[src/rtl/spi_rr_arbiter_if.sv]
// Purpose : bundles the requester-side and SPI-master-side signals of the
//           round-robin SPI arbiter.
// Ports   : master modport = arbiter view (drives gnt/rsp_*/busy/spi_wrt/spi_cmd)
//           slave  modport = client FSMs + SPI master view (drive req/cmd_in/spi_done/spi_rd_data)
interface spi_rr_arbiter_if #(
  parameter int N_REQ = 4
);
  logic [N_REQ-1:0]    req;
  logic [16*N_REQ-1:0] cmd_in;
  logic [N_REQ-1:0]    gnt;
  logic [N_REQ-1:0]    rsp_vld;
  logic [15:0]         rsp_data;
  logic                timeout_err;
  logic                busy;
  logic                spi_wrt;
  logic [15:0]         spi_cmd;
  logic                spi_done;
  logic [15:0]         spi_rd_data;

  modport master (
    input  req, cmd_in, spi_done, spi_rd_data,
    output gnt, rsp_vld, rsp_data, timeout_err, busy, spi_wrt, spi_cmd
  );

  modport slave (
    output req, cmd_in, spi_done, spi_rd_data,
    input  gnt, rsp_vld, rsp_data, timeout_err, busy, spi_wrt, spi_cmd
  );
endinterface

[src/rtl/spi_rr_arbiter.sv]
// Purpose : shares one 16-bit SPI master between N_REQ requesters with
//           round-robin arbitration, one transaction in flight, a minimum idle
//           gap after each completion and a watchdog on a missing done.
// Ports   : clk, rst_n (async active-low)
//           bus.master : req/cmd_in in, gnt/rsp_vld/rsp_data/timeout_err/busy out,
//                        spi_wrt/spi_cmd out, spi_done/spi_rd_data in
//
// state | meaning
// IDLE  | no transaction; pick a winner from req starting at ptr
// WAIT  | spi_wrt issued, waiting for a rising edge on spi_done or watchdog
// GAP   | rsp_vld issued, holding off the next spi_wrt for GAP_CYC cycles
module spi_rr_arbiter #(
  parameter int N_REQ       = 4,
  parameter int GAP_CYC     = 8,
  parameter int TIMEOUT_CYC = 1023
) (
  input  logic clk,
  input  logic rst_n,
  spi_rr_arbiter_if.master bus
);

  localparam int PW = $clog2(N_REQ);
  localparam int WW = $clog2(TIMEOUT_CYC);
  localparam int GW = (GAP_CYC > 0) ? $clog2(GAP_CYC + 1) : 1;

  typedef enum logic [1:0] {ST_IDLE, ST_WAIT, ST_GAP} state_t;

  state_t            state_q, state_d;
  logic [PW-1:0]     ptr_q, ptr_d;
  logic [PW-1:0]     win_q, win_d;
  logic [N_REQ-1:0]  gnt_q, gnt_d;
  logic [N_REQ-1:0]  rsp_vld_q, rsp_vld_d;
  logic [15:0]       rsp_data_q, rsp_data_d;
  logic              timeout_q, timeout_d;
  logic              spi_wrt_q, spi_wrt_d;
  logic [15:0]       spi_cmd_q, spi_cmd_d;
  logic [GW-1:0]     gap_q, gap_d;
  logic              done_q, done_d;
  logic [WW-1:0]     wdog_q, wdog_d;

  logic              arb_found;
  logic [PW-1:0]     arb_idx;
  int                cand;
  logic              done_rise;

  // Rotating priority scan: ptr first, then ptr+1, ... wrapping at N_REQ.
  always_comb begin
    arb_found = 1'b0;
    arb_idx   = '0;
    cand      = 0;
    for (int i = 0; i < N_REQ; i++) begin
      cand = int'(ptr_q) + i;
      if (cand >= N_REQ) cand = cand - N_REQ;
      if (!arb_found && bus.req[cand]) begin
        arb_found = 1'b1;
        arb_idx   = PW'(cand);
      end
    end
  end

  // A done left high from the previous transfer looks like a rise in the
  // spi_wrt cycle because done_q is only tracked during WAIT.
  assign done_rise = bus.spi_done & ~done_q & ~spi_wrt_q;

  always_comb begin
    state_d    = state_q;
    ptr_d      = ptr_q;
    win_d      = win_q;
    gnt_d      = gnt_q;
    rsp_vld_d  = '0;
    rsp_data_d = rsp_data_q;
    timeout_d  = 1'b0;
    spi_wrt_d  = 1'b0;
    spi_cmd_d  = spi_cmd_q;
    gap_d      = gap_q;
    done_d     = done_q;
    wdog_d     = wdog_q;

    // gnt stays up through the rsp_vld cycle and drops right after it.
    if (|rsp_vld_q) gnt_d = '0;

    case (state_q)
      ST_IDLE: begin
        if (arb_found) begin
          win_d     = arb_idx;
          gnt_d     = N_REQ'(1) << arb_idx;
          spi_wrt_d = 1'b1;
          spi_cmd_d = bus.cmd_in[16*arb_idx +: 16];
          wdog_d    = '0;
          state_d   = ST_WAIT;
        end
      end
      ST_WAIT: begin
        done_d = bus.spi_done;
        wdog_d = wdog_q + WW'(1);
        if (done_rise || wdog_q == WW'(TIMEOUT_CYC - 1)) begin
          rsp_vld_d  = gnt_q;
          rsp_data_d = done_rise ? bus.spi_rd_data : 16'hFFFF;
          timeout_d  = ~done_rise;
          ptr_d      = (win_q == PW'(N_REQ - 1)) ? '0 : win_q + PW'(1);
          gap_d      = GW'(GAP_CYC);
          state_d    = ST_GAP;
        end
      end
      ST_GAP: begin
        if (gap_q == '0) state_d = ST_IDLE;
        else             gap_d   = gap_q - GW'(1);
      end
      default: state_d = ST_IDLE;
    endcase
  end

  always_ff @(posedge clk or negedge rst_n) begin
    if (!rst_n) begin
      state_q    <= ST_IDLE;
      ptr_q      <= '0;
      win_q      <= '0;
      gnt_q      <= '0;
      rsp_vld_q  <= '0;
      rsp_data_q <= '0;
      timeout_q  <= 1'b0;
      spi_wrt_q  <= 1'b0;
      spi_cmd_q  <= '0;
      gap_q      <= '0;
      done_q     <= 1'b0;
      wdog_q     <= '0;
    end else begin
      state_q    <= state_d;
      ptr_q      <= ptr_d;
      win_q      <= win_d;
      gnt_q      <= gnt_d;
      rsp_vld_q  <= rsp_vld_d;
      rsp_data_q <= rsp_data_d;
      timeout_q  <= timeout_d;
      spi_wrt_q  <= spi_wrt_d;
      spi_cmd_q  <= spi_cmd_d;
      gap_q      <= gap_d;
      done_q     <= done_d;
      wdog_q     <= wdog_d;
    end
  end

  assign bus.gnt         = gnt_q;
  assign bus.rsp_vld     = rsp_vld_q;
  assign bus.rsp_data    = rsp_data_q;
  assign bus.timeout_err = timeout_q;
  assign bus.busy        = (state_q != ST_IDLE);
  assign bus.spi_wrt     = spi_wrt_q;
  assign bus.spi_cmd     = spi_cmd_q;

endmodule
[src/flat_wrapper.sv]
// flat-port wrapper written by rule: the top's interface ports become plain ports
module spi_rr_arbiter_flat 
#(
  parameter int N_REQ       = 4,
  parameter int GAP_CYC     = 8,
  parameter int TIMEOUT_CYC = 1023
)
  (clk, rst_n, bus_req, bus_cmd_in, bus_spi_done, bus_spi_rd_data, bus_gnt, bus_rsp_vld, bus_rsp_data, bus_timeout_err, bus_busy, bus_spi_wrt, bus_spi_cmd);
  spi_rr_arbiter_if #(.N_REQ(N_REQ)) bus_i ();
  input  logic clk;
  input  logic rst_n;
  input wire logic [$bits(bus_i.req)-1:0] bus_req;
  input wire logic [$bits(bus_i.cmd_in)-1:0] bus_cmd_in;
  input wire logic [$bits(bus_i.spi_done)-1:0] bus_spi_done;
  input wire logic [$bits(bus_i.spi_rd_data)-1:0] bus_spi_rd_data;
  output wire logic [$bits(bus_i.gnt)-1:0] bus_gnt;
  output wire logic [$bits(bus_i.rsp_vld)-1:0] bus_rsp_vld;
  output wire logic [$bits(bus_i.rsp_data)-1:0] bus_rsp_data;
  output wire logic [$bits(bus_i.timeout_err)-1:0] bus_timeout_err;
  output wire logic [$bits(bus_i.busy)-1:0] bus_busy;
  output wire logic [$bits(bus_i.spi_wrt)-1:0] bus_spi_wrt;
  output wire logic [$bits(bus_i.spi_cmd)-1:0] bus_spi_cmd;
  assign bus_i.req = bus_req;
  assign bus_i.cmd_in = bus_cmd_in;
  assign bus_i.spi_done = bus_spi_done;
  assign bus_i.spi_rd_data = bus_spi_rd_data;
  assign bus_gnt = bus_i.gnt;
  assign bus_rsp_vld = bus_i.rsp_vld;
  assign bus_rsp_data = bus_i.rsp_data;
  assign bus_timeout_err = bus_i.timeout_err;
  assign bus_busy = bus_i.busy;
  assign bus_spi_wrt = bus_i.spi_wrt;
  assign bus_spi_cmd = bus_i.spi_cmd;
  spi_rr_arbiter #(.N_REQ(N_REQ), .GAP_CYC(GAP_CYC), .TIMEOUT_CYC(TIMEOUT_CYC)) u_core (.clk(clk), .rst_n(rst_n), .bus(bus_i));
endmodule
[config.mk]
export PLATFORM = sky130hd
export DESIGN_NAME = spi_rr_arbiter_flat
export DESIGN_NICKNAME = d
export VERILOG_FILES = /design/src/rtl/spi_rr_arbiter_if.sv /design/src/rtl/spi_rr_arbiter.sv /design/src/flat_wrapper.sv
export SDC_FILE = /design/constraint.sdc
export NUM_CORES = 1
export LEC_CHECK = 0
export BUFFER_PORTS_ARGS = -buffer_cell sky130_fd_sc_hd__buf_2
export CORE_MARGIN = 4
export CORE_UTILIZATION = 40
export DETAILED_ROUTE_END_ITERATION = 6
export PLACE_DENSITY = 0.71
export SYNTH_ARGS = -nofsm -noshare
export SYNTH_HDL_FRONTEND = slang
export SYNTH_SLANG_ARGS = --single-unit
export TNS_END_PERCENT = 5
[constraint.sdc]
create_clock -name clk -period 1.8 [get_ports clk]
set_input_delay 0.45 -clock clk [delete_from_list [all_inputs] [get_ports clk]]
set_output_delay 0.45 -clock clk [all_outputs]
set_load 0.02 [all_outputs]
Word-level counts from Yosys, hierarchy flattened
Index checks and enable logic that the tools add are counted.
{ "word_totals": {"regBits": 63, "output_inout_bits": 43, "elab_cells": 107} }
{ "classes": {"add_sub_neg": 10, "order_cmp": 8, "n_eq_ne": 8, "shifts": 2, "muxes": 44, "n_bitwise": 5, "reduce_logical": 18} }
{ "op_table": {"columns": ["op", "count"], "rows": [
  ["32-bit by 4-bit < comparator with 1-bit output, second input constant", 4],
  ["32-bit 2-to-1 mux", 4],
  ["32-bit by 4-bit greater-or-equal comparator with 1-bit output, second input constant", 3],
  ["32-bit by 4-bit subtractor with 32-bit output, second input constant", 3],
  ["64-bit by 7-bit indexed part select with 16-bit output", 1],
  ["4-bit 2-to-1 mux", 7],
  ["10-bit one-hot mux with 2 select lines", 1],
  ["1-bit 2-to-1 mux", 16],
  ["16-bit 2-to-1 mux", 1],
  ["2-bit 2-to-1 mux", 8],
  ["10-bit by 1-bit adder with 10-bit output, second input constant", 1],
  ["10-bit == test, second input constant", 1],
  ["10-bit 2-to-1 mux", 1],
  ["1-bit binary-select mux with 2-bit select", 4],
  ["4-bit one-hot mux with 2 select lines", 1],
  ["2-bit by 2-bit adder with 3-bit output, second input constant", 2],
  ["2-bit by 1-bit inequality test with 1-bit output, second input constant", 3],
  ["2-bit one-hot mux with 3 select lines", 1],
  ["2-bit AND reduction", 3],
  ["3-bit AND reduction", 2],
  ["2-bit nonzero test", 3],
  ["2-bit == test, second input constant", 2],
  ["4-bit logical NOT", 1],
  ["4-bit OR reduction", 1],
  ["other kinds (14)", 21]
]} }

Logic depth before layout (Yosys ltp)
Gate-level depths: netlist (run 1).
{ "logic_depth": {"ltp_word": 18, "depth_mapped": 9, "mapped_depth_nobuf": 6} }

Worst setup path after synthesis (run 1)
OpenSTA, ideal clock, no wires.
{ "synth_timing": {"path_type": "in2reg", "from": "input bus_req[1]", "to": "register u_core.state_q[0]", "setup_time_ps": 125, "arrival_time_ps": 1831, "t_required_ps": 1675, "slack_ps": -155, "path_stages": 5, "n_path_buf": 1, "cell_sequence": "buf_4 -> nor4_1 -> nand2_1 -> nand3_1 -> mux2_2"} }
{ "synth_between": {"elab_chain_len": 15, "word_cells_on_any_way": 24, "cone_classes": "eq/ne: 1; mux: 16; reduce/logical: 7"} }
{ "synth_rtl": {"columns": ["item", "line_no", "source"], "rows": [
  ["start, declared", "flat_wrapper.sv:12", "input wire logic [$bits(bus_i.req)-1:0] bus_req;"],
  ["1-bit binary-select mux with 2-bit select", "spi_rr_arbiter.sv:54", "if (!arb_found && bus.req[cand]) begin"],
  ["1-bit 2-to-1 mux (implied by the code) (2 in series)", "spi_rr_arbiter.sv:54", null],
  ["1-bit 2-to-1 mux", "spi_rr_arbiter.sv:54", null],
  ["1-bit logical NOT", "spi_rr_arbiter.sv:54", null],
  ["1-bit logical AND", "spi_rr_arbiter.sv:54", null],
  ["1-bit 2-to-1 mux", "spi_rr_arbiter.sv:54", null],
  ["1-bit logical NOT", "spi_rr_arbiter.sv:54", null],
  ["1-bit logical AND", "spi_rr_arbiter.sv:54", null],
  ["1-bit 2-to-1 mux", "spi_rr_arbiter.sv:54", null],
  ["1-bit logical NOT", "spi_rr_arbiter.sv:54", null],
  ["1-bit logical AND", "spi_rr_arbiter.sv:54", null],
  ["1-bit 2-to-1 mux (*)", "spi_rr_arbiter.sv:54", null],
  ["2-bit by 1-bit inequality test with 1-bit output (no source line) (*)", null, null],
  ["3-bit AND reduction (no source line) (*)", null, null],
  ["end signal, assigned", "spi_rr_arbiter.sv:128", "state_q <= state_d;"],
  ["end, declared", "spi_rr_arbiter.sv:28", "state_t state_q, state_d;"]
]} }
Every way passes the cells marked *; elsewhere a longest branch is shown, timed or not. The select of a mux whose other input is x is not followed.
A chain may end at the register's enable or synchronous reset.

Worst setup path after layout (run 1)
{ "layout_timing": {"from": "register u_core.state_q[1]", "to": "output bus_busy"} }
{ "layout_between": {"elab_chain_len": 1} }
{ "layout_rtl": {"columns": ["item", "line_no", "source"], "rows": [
  ["2-bit nonzero test", "spi_rr_arbiter.sv:147", "assign bus.busy = (state_q != ST_IDLE);"],
  ["end, declared", "flat_wrapper.sv:20", "output wire logic [$bits(bus_i.busy)-1:0] bus_busy;"]
]} }
Every way passes these cells.

==> results of run 1 <==
[power groups by stage]
stage          logic, mW  clock network (mW)  registers, mW
6_report            3.97                1.32           2.34
5_1_grt             4.34                1.43           2.41
4_1_cts             3.92                1.36           2.34
3_5_place_dp        3.79                   0           2.36
3_3_place_gp        3.69                   0           2.34
2_1_floorplan       1.95                   0           2.77
[worst register-to-register path: cells and delay by family (launching register included)]
kind                       cells  cell delay [ns]
AOI/OAI and AO/OA              2             0.46
and+or+nand+nor                1             0.44
DFF                            1             0.38
buffers and inverters          2             0.21
adders and majority gates      1             0.19
[routing by layer]
metal  share of wire (%)  vias up
met4                 1.8        0
met1                  43     1515
met3                 7.1       13
li1                    -     1552
met5                   0        -
met2                  48      121
[area by class of cell]
| class | count | area share (%) |
|---|---|---|
| multi-input combinational | 224 | 34.7 |
| sequential | 63 | 34.4 |
| timing repair buffer | 174 | 22.6 |
| clock buffer | 10 | 2.78 |
| tap | 102 | 2.78 |
| clock inverter | 6 | 1.86 |
| inverter | 10 | 0.874 |
[cell usage after synthesis, types with 2 or more instances]
master     number  area [µm²]
buf_2          13        65.1
or4_1           2        15.0
and4b_1         2        20.0
nand3_1        30         150
a22oi_1        16         120
a21oi_1         4        20.0
nand2b_1        6        37.5
o211ai_1        2        15.0
o22a_1         16         140
xor2_1          2        17.5
o21ai_0         5        25.0
nand4_1         2        12.5
a31oi_1        16         100
ha_1            8         100
nor3_1          2        10.0
nor3b_1         3        22.5
a2111oi_0       3        26.3
clkbuf_1       10        37.5
a41oi_1        16         140
nor4_1          3        18.8
a211oi_1        2        15.0
nor2_1         26        97.6
o21bai_1        2        15.0
nor2b_1         4        25.0
mux2i_1         2        20.0
nand2_1        16        60.1
a22o_1          3        26.3
a211o_1         3        26.3
inv_1           9        33.8
xnor2_1         3        26.3
o31ai_1         2        15.0
and2_1          5        31.3
dfrtp_1        63        1580
mux2_2          4        45.0
[logic make-up after synthesis]
kind of cell / count (synthesis) / synth area share (%)
mux: 6 / 1.99
compound gates: 100 / 24.5
flops: 63 / 48.3
simple gates: 105 / 16.2
xor+xnor: 5 / 1.34
buf+inv: 35 / 4.64
fa+ha+maj: 8 / 3.07
[sequential cells by signal (all words and copies together), names as in the netlist, 2 cells and up]
signal,flops
u_core.bus.gnt,4
u_core.bus.rsp_data,16
u_core.wdog_q,10
u_core.bus.spi_cmd,16
u_core.gap_q,4
u_core.state_q,2
u_core.bus.rsp_vld,4
u_core.ptr_q,2
u_core.win_q,2
[how the worst max path moves through the flow]
stage	endpoint	start	cells past startpoint
after floorplan	u_core.wdog_q[9]$_DFFE_PN0P_	bus_req[1]	5
after global placement	u_core.bus.rsp_data[4]$_DFFE_PN0P_	bus_spi_done	6
after detailed placement	u_core.bus.rsp_data[10]$_DFFE_PN0P_	bus_spi_done	6
after CTS	bus_busy	u_core.state_q[1]$_DFFE_PN0P_	5
after global routing	bus_busy	u_core.state_q[1]$_DFFE_PN0P_	5
final	bus_busy	u_core.state_q[1]$_DFFE_PN0P_	5
[what timing repair did]
action | CTS | global route
hold buffers | 0 | 0
buffers inserted | 3 | 1
endpoints found under the setup margin | 29 | 36
gates resized for setup | 10 | 8
pin swaps | 1 | 2
[stage by stage]
step | util (%) | total power, mW | area (µm²) | instances | TNS (ns)
after detailed placement | 54.6 | 6.15 | 4290 | 569 | -3.05
after global placement | 54.6 | 6.03 | 4290 | 569 | -1.01
after global routing | 58.4 | 8.18 | 4580 | 589 | -0.0492
final | 58.4 | 7.64 | 4580 | 589 | 0
after CTS | 58.0 | 7.62 | 4550 | 588 | 0
after floorplan | - | 4.72 | 3270 | 322 | -0.420
==> impl_metrics.csv, run 1 <==
group,metric,value,unit
grt,grt_antenna_before_repair,0,
run,drv_cap,0,
clock_tree,insertion_delay,0.34,ns
grt,use_met1,25.6,%
yosys,syn_avg_cell_area,10.1,µm²
critical_path,reg2reg_depth,6,
power_and_ir_drop,leakage,2.13,nW
grt,grt_overflow,0,
grt,busiest_layer,"met2",
critical_path,crit_family,"buffers and inverters",
yosys,synth_edf_count,0,
critical_path,reg2reg_setup_slack,0.06,ns
floorplan,core,0.00785,mm²
finish,drive_gt1_share,42.7,%
critical_path,slowest_stage,"dfrtp_1",
critical_path,cp-start-kind,"flop",
routing,drc,0,
power_and_ir_drop,p_sw,3.15,mW
power_and_ir_drop,p_sw_share,41.3,%
routing,drt_iter0_markers,149,
critical_path,critPathMaxStageDelay,0.40,ns
routing,dr_total_vias,3201,
finish,final_common_cell,"buf_2",
routing,drt_wl_total,9.32,mm
critical_path,crit_buf_inv,4,
sta,finClkSkew,0.00799,ns
critical_path,crit_path_end_kind,"primary output",
clock_tree,cts_tree,"built",
critical_path,path_max_fanout,5,
clock_tree,cts_max_level,3,
yosys,netlist_instances,322,
sta,fmax,0.560,GHz
routing,drt-wirelength-per-cell,15.8,µm
outcome,status,"completed",
critical_path,worst_r2r_endpoint,"u_core.wdog_q[8]$_DFFE_PN0P_",
finish,syn_to_final_growth,40.4,%
critical_path,cp.arrival,1.34,ns
sta,rsz0062_at_grt,"yes",
grt,grtUsageMet2,29.6,%
power_and_ir_drop,vdd_drop_max,0.000737,V
routing,vias_per_cell,5.43,
critical_path,path_common_cell,"buf_6",
clock_tree,clk_pin_slew,0.07,ns
floorplan,die_area,0.00967,mm²
sta,worstMarginPinSlew,0.699,ns
power_and_ir_drop,pwr-share-comb,52.0,%
hold_path,hp-class,"in2async",
grt,grt_max_degree,28,
grt,grt_usage,19.1,%
finish,fin_nets,577,
sta,setup_viol,0,
sta,final.min_clock_period,1.79,ns
power_and_ir_drop,internal_power,4.48,mW
placed_design,dp_slack,-0.111,ns
grt,first_global_vias,3069,
yosys,synth_async_sr_flop_share,100,%
power_and_ir_drop,powerDensity,1670,mW/mm²
grt,use_met3,5.21,%
floorplan,die_w,98.3,µm
clock_tree,clock-sinks,63,
floorplan,rows,32,
routing,first_pass_iters,6,
finish,antenna_cells,0,
finish,register_area,0.00158,mm²
sta,drv_slew,0,
power_and_ir_drop,pwr-share-seq,30.6,%
power_and_ir_drop,p_clk_share,17.3,%
yosys,synth_cell_types,51,
floorplan,start_util,41.6,%
grt,grt_pass1_wl,15.1,mm
sta,hold_slack,0.0673,ns
clock_tree,cts-buffers-inserted,9,
yosys,synthesis.area,0.00326,mm²
placed_design,post-dp-hpwl,6.99,mm
sta,slew_headroom,53.0,%
yosys,seq_area_frac_synth,48.3,%
clock_tree,cts_root_buf,"clkbuf_8",
critical_path,crit_chain,"inv_2 > ha_4 > buf_6 > inv_1 > buf_6",
critical_path,critPathKind,"reg2out",
finish,final_cell_mix,"buf_2, dfrtp_1, buf_4",
routing,ant_nets,0,
placed_design,gp_congestion,0.800,
sta,fin_crit_sh,99.3,%
finish,multi_input_area,0.00159,mm²
placed_design,io_buffer_count,129,
yosys,ys_seq_elements,63,
clock_tree,clock_path_buffers,2,
yosys,synth_nets,417,
sta,hold_viol_final,0,
finish,fillers,701,
yosys,synthFlopType,"dfrtp_1",
floorplan,die_h,98.3,µm
critical_path,r2r-start,"u_core.state_q[1]$_DFFE_PN0P_",
critical_path,worstPathRequired,1.35,ns
yosys,yosys_warnings,0,
sta,worst_slack,0.0128,ns
floorplan,io_pins,130,
Note: power is estimated with default switching activity, not from simulation.
==> run 2: changes to the inputs <==
Settings changed: CORE_ASPECT_RATIO from default to 0.8.
==> run 2 against run 1 <==
- total power is essentially flat
- final cell count grew 2.5%
- wire length grew 1.9%
- clock power shrank 14%
- sequential power is essentially flat
- sequential share of layout area shrank 0.55 points
- first-iteration DRC count grew 12%
- critical path type unchanged
==> impl_metrics.csv, run 2 (synthesis results as in run 1) <==
group,metric,value,unit
power_and_ir_drop,internal_power,4.36,mW
sta,worst_slack,0.0494,ns
routing,ant_nets,0,
placed_design,dp_slack,-0.152,ns
floorplan,die_h,88.8,µm
critical_path,path_max_fanout,6,
clock_tree,cts_max_level,3,
critical_path,cp-start-kind,"flop",
sta,hold_slack,0.00931,ns
hold_path,hp-class,"in2async",
finish,syn_to_final_growth,42.5,%
finish,antenna_cells,0,
clock_tree,clk_pin_slew,0.08,ns
placed_design,gp_congestion,0.830,
finish,final_common_cell,"buf_2",
routing,first_pass_iters,5,
sta,fmax,0.571,GHz
clock_tree,insertion_delay,0.34,ns
finish,drive_gt1_share,44.0,%
sta,slew_headroom,54.7,%
power_and_ir_drop,pwr-share-seq,30.8,%
outcome,status,"completed",
clock_tree,cts_root_buf,"clkbuf_8",
power_and_ir_drop,p_total,7.64,mW
routing,drt-wirelength-per-cell,15.7,µm
routing,drt_wl_total,9.50,mm
critical_path,worstPathRequired,1.35,ns
finish,fin_area,0.00465,mm²
placed_design,place_inst,584,
critical_path,critPathKind,"reg2out",
sta,drv_slew,0,
clock_tree,cts_tree,"built",
floorplan,die_w,109,µm
sta,finalSetupTns,0,ns
power_and_ir_drop,vdd_drop_max,0.000613,V
placed_design,placed_cell_area,0.00437,mm²
placed_design,io_buffer_count,129,
placed_design,post-dp-hpwl,7.17,mm
sta,final.min_clock_period,1.75,ns
routing,dr_total_vias,3215,
sta,finClkSkew,0.00536,ns
power_and_ir_drop,pwr-share-comb,54.4,%
sta,fin_crit_sh,97.3,%
grt,first_global_vias,3100,
power_and_ir_drop,p_sw,3.28,mW
grt,grt_overflow,0,
sta,setup_viol,0,
clock_tree,cts-buffers-inserted,9,
sta,hold_viol_final,0,
floorplan,rows,29,
grt,grt_usage,19.7,%
routing,vias_per_cell,5.32,
routing,drc,0,
floorplan,core,0.00795,mm²
power_and_ir_drop,leakage,2.18,nW
finish,fin_nets,586,
clock_tree,clock-sinks,63,
grt,grt_pass1_wl,15.0,mm
power_and_ir_drop,powerDensity,1640,mW/mm²
finish,stdcell_count,604,
power_and_ir_drop,p_clk_share,14.8,%
finish,final_cell_mix,"buf_2, dfrtp_1, buf_4",
floorplan,io_pins,130,
grt,grt_antenna_before_repair,0,
routing,drt_iter0_markers,167,
critical_path,crit_path_end_kind,"primary output",
floorplan,die_area,0.00968,mm²
clock_tree,clock_path_buffers,2,
sta,rsz0062_at_grt,"no",
run,drv_cap,0,
critical_path,cp.arrival,1.30,ns
grt,grt_max_degree,52,
power_and_ir_drop,p_sw_share,42.9,%
finish,finish.utilization,58.6,%
floorplan,start_util,41.1,%
sta,worstMarginPinSlew,0.674,ns
## run 2: critical path, stage by stage (launching register included)
cell and delay [ns]:
dfrtp_1 0.39, inv_2 0.11, ha_4 0.18, buf_6 0.13, inv_4 0.03, buf_6 0.12
## run 2: cell type report
cell class                      instances  area, µm²
Fill cell                             727       3290
Multi-Input combinational cell        224       1610
Sequential cell                        63       1580
Timing Repair Buffer                  183       1110
Tap cell                              108        135
Clock buffer                            9        124
Clock inverter                          7       55.1
Inverter                               10       42.5
## run 2: final timing paths
path | startpoint | end | slack, ns | cells after the start
max | u_core.state_q[1]$_DFFE_PN0P_ | bus_busy | 0.05 | 5
min | rst_n | u_core.bus.spi_cmd[12]$_DFFE_PN0P_ | 0.009 | 1
max reg2reg | u_core.state_q[1]$_DFFE_PN0P_ | u_core.wdog_q[8]$_DFFE_PN0P_ | 0.08 | 6
min reg2reg | u_core.bus.rsp_data[6]$_DFFE_PN0P_ | u_core.bus.rsp_data[6]$_DFFE_PN0P_ | 0.49 | 1
max in group asynchronous | rst_n | u_core.gap_q[2]$_DFFE_PN0P_ | 1.21 | 2
min in group clk | bus_spi_rd_data[2] | u_core.bus.rsp_data[2]$_DFFE_PN0P_ | 0.34 | 2
## run 2: timing repair
action	in CTS	in global routing
hold buffers	0	0
buffers inserted	4	0
setup endpoints to repair	33	36
resized for setup	14	8
pin swaps	2	2
## run 2: layer usage
metal	track usage, %	vias to the layer above	wire, µm	share of wire, %
met5	0	-	0	0
met4	5.28	0	85	0.90
met3	4.89	8	721	7.6
met2	29.9	109	4300	45
met1	28.2	1536	4390	46
li1	-	1562	-	-
## run 2: power groups by stage
stage / registers, mW / logic [mW] / clock network, mW
2_1_floorplan: 2.77 / 1.95 / 0
3_3_place_gp: 2.33 / 3.86 / 0
3_5_place_dp: 2.36 / 3.95 / 0
4_1_cts: 2.34 / 4.13 / 1.18
5_1_grt: 2.42 / 4.55 / 1.25
6_report: 2.35 / 4.16 / 1.13
==> run 3: changes to the inputs <==
Settings changed: CORE_UTILIZATION 40 to 44, PLACE_DENSITY 0.71 to 0.76, SETUP_SLACK_MARGIN from default to 0.5, SKIP_CTS_REPAIR_TIMING from default to 1.
==> run 3 against run 2 <==
- the flow now finishes with violations (negative hold slack, negative setup slack)
- register-to-register slack worse by 0.096 ns
- sequential share of layout area down 2.1 points
- clock power up 27%
- combinational power up 13%
- maximum frequency down 3.6%
- clock skew up 0.0042 ns
- largest cell class unchanged
- largest power group unchanged
- highest routed layer unchanged
==> impl_metrics.csv, run 3 (synthesis results as in run 1) <==
group,metric,value,unit
sta,slew_headroom,62.0,%
routing,ant_nets,0,
grt,first_global_vias,3151,
grt,grt_usage,20.6,%
routing,drt-wirelength-per-cell,17.6,µm
floorplan,io_pins,130,
routing,dr_total_vias,3305,
sta,rsz0062_at_grt,"yes",
run,drv_cap,0,
outcome,violations,"negative hold slack, negative setup slack",
placed_design,post-dp-hpwl,6.83,mm
sta,hold_viol_final,6,
floorplan,start_util,46.2,%
clock_tree,insertion_delay,0.35,ns
power_and_ir_drop,p_total,8.60,mW
clock_tree,clock_path_buffers,2,
power_and_ir_drop,vdd_drop_max,0.000854,V
floorplan,rows,27,
floorplan,die_w,104,µm
grt,grt_pass1_wl,15.1,mm
finish,antenna_cells,0,
grt,grt_antenna_before_repair,0,
power_and_ir_drop,powerDensity,1730,mW/mm²
placed_design,io_buffer_count,129,
clock_tree,clk_pin_slew,0.08,ns
critical_path,critPathKind,"reg2reg",
critical_path,path_max_fanout,5,
clock_tree,cts_tree,"built",
floorplan,core,0.00706,mm²
sta,worst_slack,-0.0162,ns
sta,finClkSkew,0.00953,ns
sta,worstMarginPinSlew,0.556,ns
grt,grt_max_degree,31,
sta,fin_crit_sh,101,%
routing,drc,0,
power_and_ir_drop,leakage,2.27,nW
critical_path,cp-start-kind,"flop",
sta,fmax,0.551,GHz
finish,final_cell_mix,"buf_2, dfrtp_1, buf_6",
sta,finalSetupTns,-0.0308,ns
clock_tree,clock-sinks,63,
clock_tree,cts_max_level,3,
critical_path,crit_path_end_kind,"flop",
routing,vias_per_cell,5.78,
clock_tree,cts-buffers-inserted,9,
critical_path,cp.arrival,2.05,ns
routing,first_pass_iters,6,
critical_path,worstPathRequired,2.03,ns
sta,drv_slew,0,
finish,fillers,526,
routing,drt_wl_total,10.1,mm
sta,hold_slack,-0.00680,ns
grt,grt_overflow,0,
floorplan,die_h,85.0,µm
sta,final.min_clock_period,1.82,ns
finish,syn_to_final_growth,52.3,%
finish,final_common_cell,"buf_2",
clock_tree,cts_root_buf,"clkbuf_8",
routing,drt_iter0_markers,214,
hold_path,hp-class,"in2async",
sta,setup_viol,2,
finish,drive_gt1_share,46.0,%
outcome,status,"complete, but fails checks",
floorplan,die_area,0.00887,mm²
placed_design,gp_congestion,0.831,
finish,fin_nets,575,
run 3: layout make-up:
type	count	area, µm²	area share (%)
clock inverters	6	92.6	1.86
multi-input cells	224	1660	33.5
inverters	10	53.8	1.08
repair buffers	172	1340	26.9
flip-flops and latches	63	1580	31.8
well taps	87	109	2.19
clock buffers	10	138	2.77
run 3: final timing paths:
check,to,cells past startpoint,from,slack [ns]
hold reg to reg,u_core.bus.rsp_data[1]$_DFFE_PN0P_,1,u_core.bus.rsp_data[1]$_DFFE_PN0P_,0.52
min in group clk,u_core.bus.rsp_data[0]$_DFFE_PN0P_,2,bus_spi_rd_data[0],0.34
setup / recovery,u_core.ptr_q[1]$_DFFE_PN0P_,7,u_core.wdog_q[0]$_DFFE_PN0P_,-0.02
hold / removal,u_core.bus.spi_cmd[11]$_DFFE_PN0P_,1,rst_n,-0.007
max in group asynchronous,u_core.bus.rsp_vld[1]$_DFF_PN0_,2,rst_n,1.22
setup reg to reg,u_core.ptr_q[1]$_DFFE_PN0P_,7,u_core.wdog_q[0]$_DFFE_PN0P_,-0.02
run 3: worst max-delay path, cell delays in order, from the launching register on:
cell and delay [ns]:
dfrtp_1 0.42, inv_2 0.10, ha_4 0.13, nand2_2 0.07
buf_6 0.13, o41ai_4 0.35, buf_6 0.19, mux2_4 0.30
run 3: metal layers:
| metal | vias up | GRT usage, % | wire length [µm] |
|---|---|---|---|
| li1 | 1544 | - | - |
| met1 | 1602 | 28.0 | 4260 |
| met2 | 140 | 32.4 | 4970 |
| met3 | 19 | 5.78 | 673 |
| met4 | 0 | 5.80 | 166 |
| met5 | - | 0 | 0 |
run 3: power breakdown:
group          switching (mW)  internal, mW
Clock                   0.606         0.824
Sequential              0.494          1.98
Combinational            2.36          2.34
run 3: per-stage QoR:
stage	instances	hold slack (ns)	area, µm²	utilization (%)	worst slack (ns)
floorplan	322	0.154	3320	-	0.0316
global placement	548	0.375	4250	60.3	-0.0388
detailed placement	548	0.379	4250	60.3	-0.0397
CTS	564	0.00136	4480	63.5	-0.0753
global route	572	0.0202	4970	70.4	-0.0546
finish	572	-0.00680	4970	70.4	-0.0162
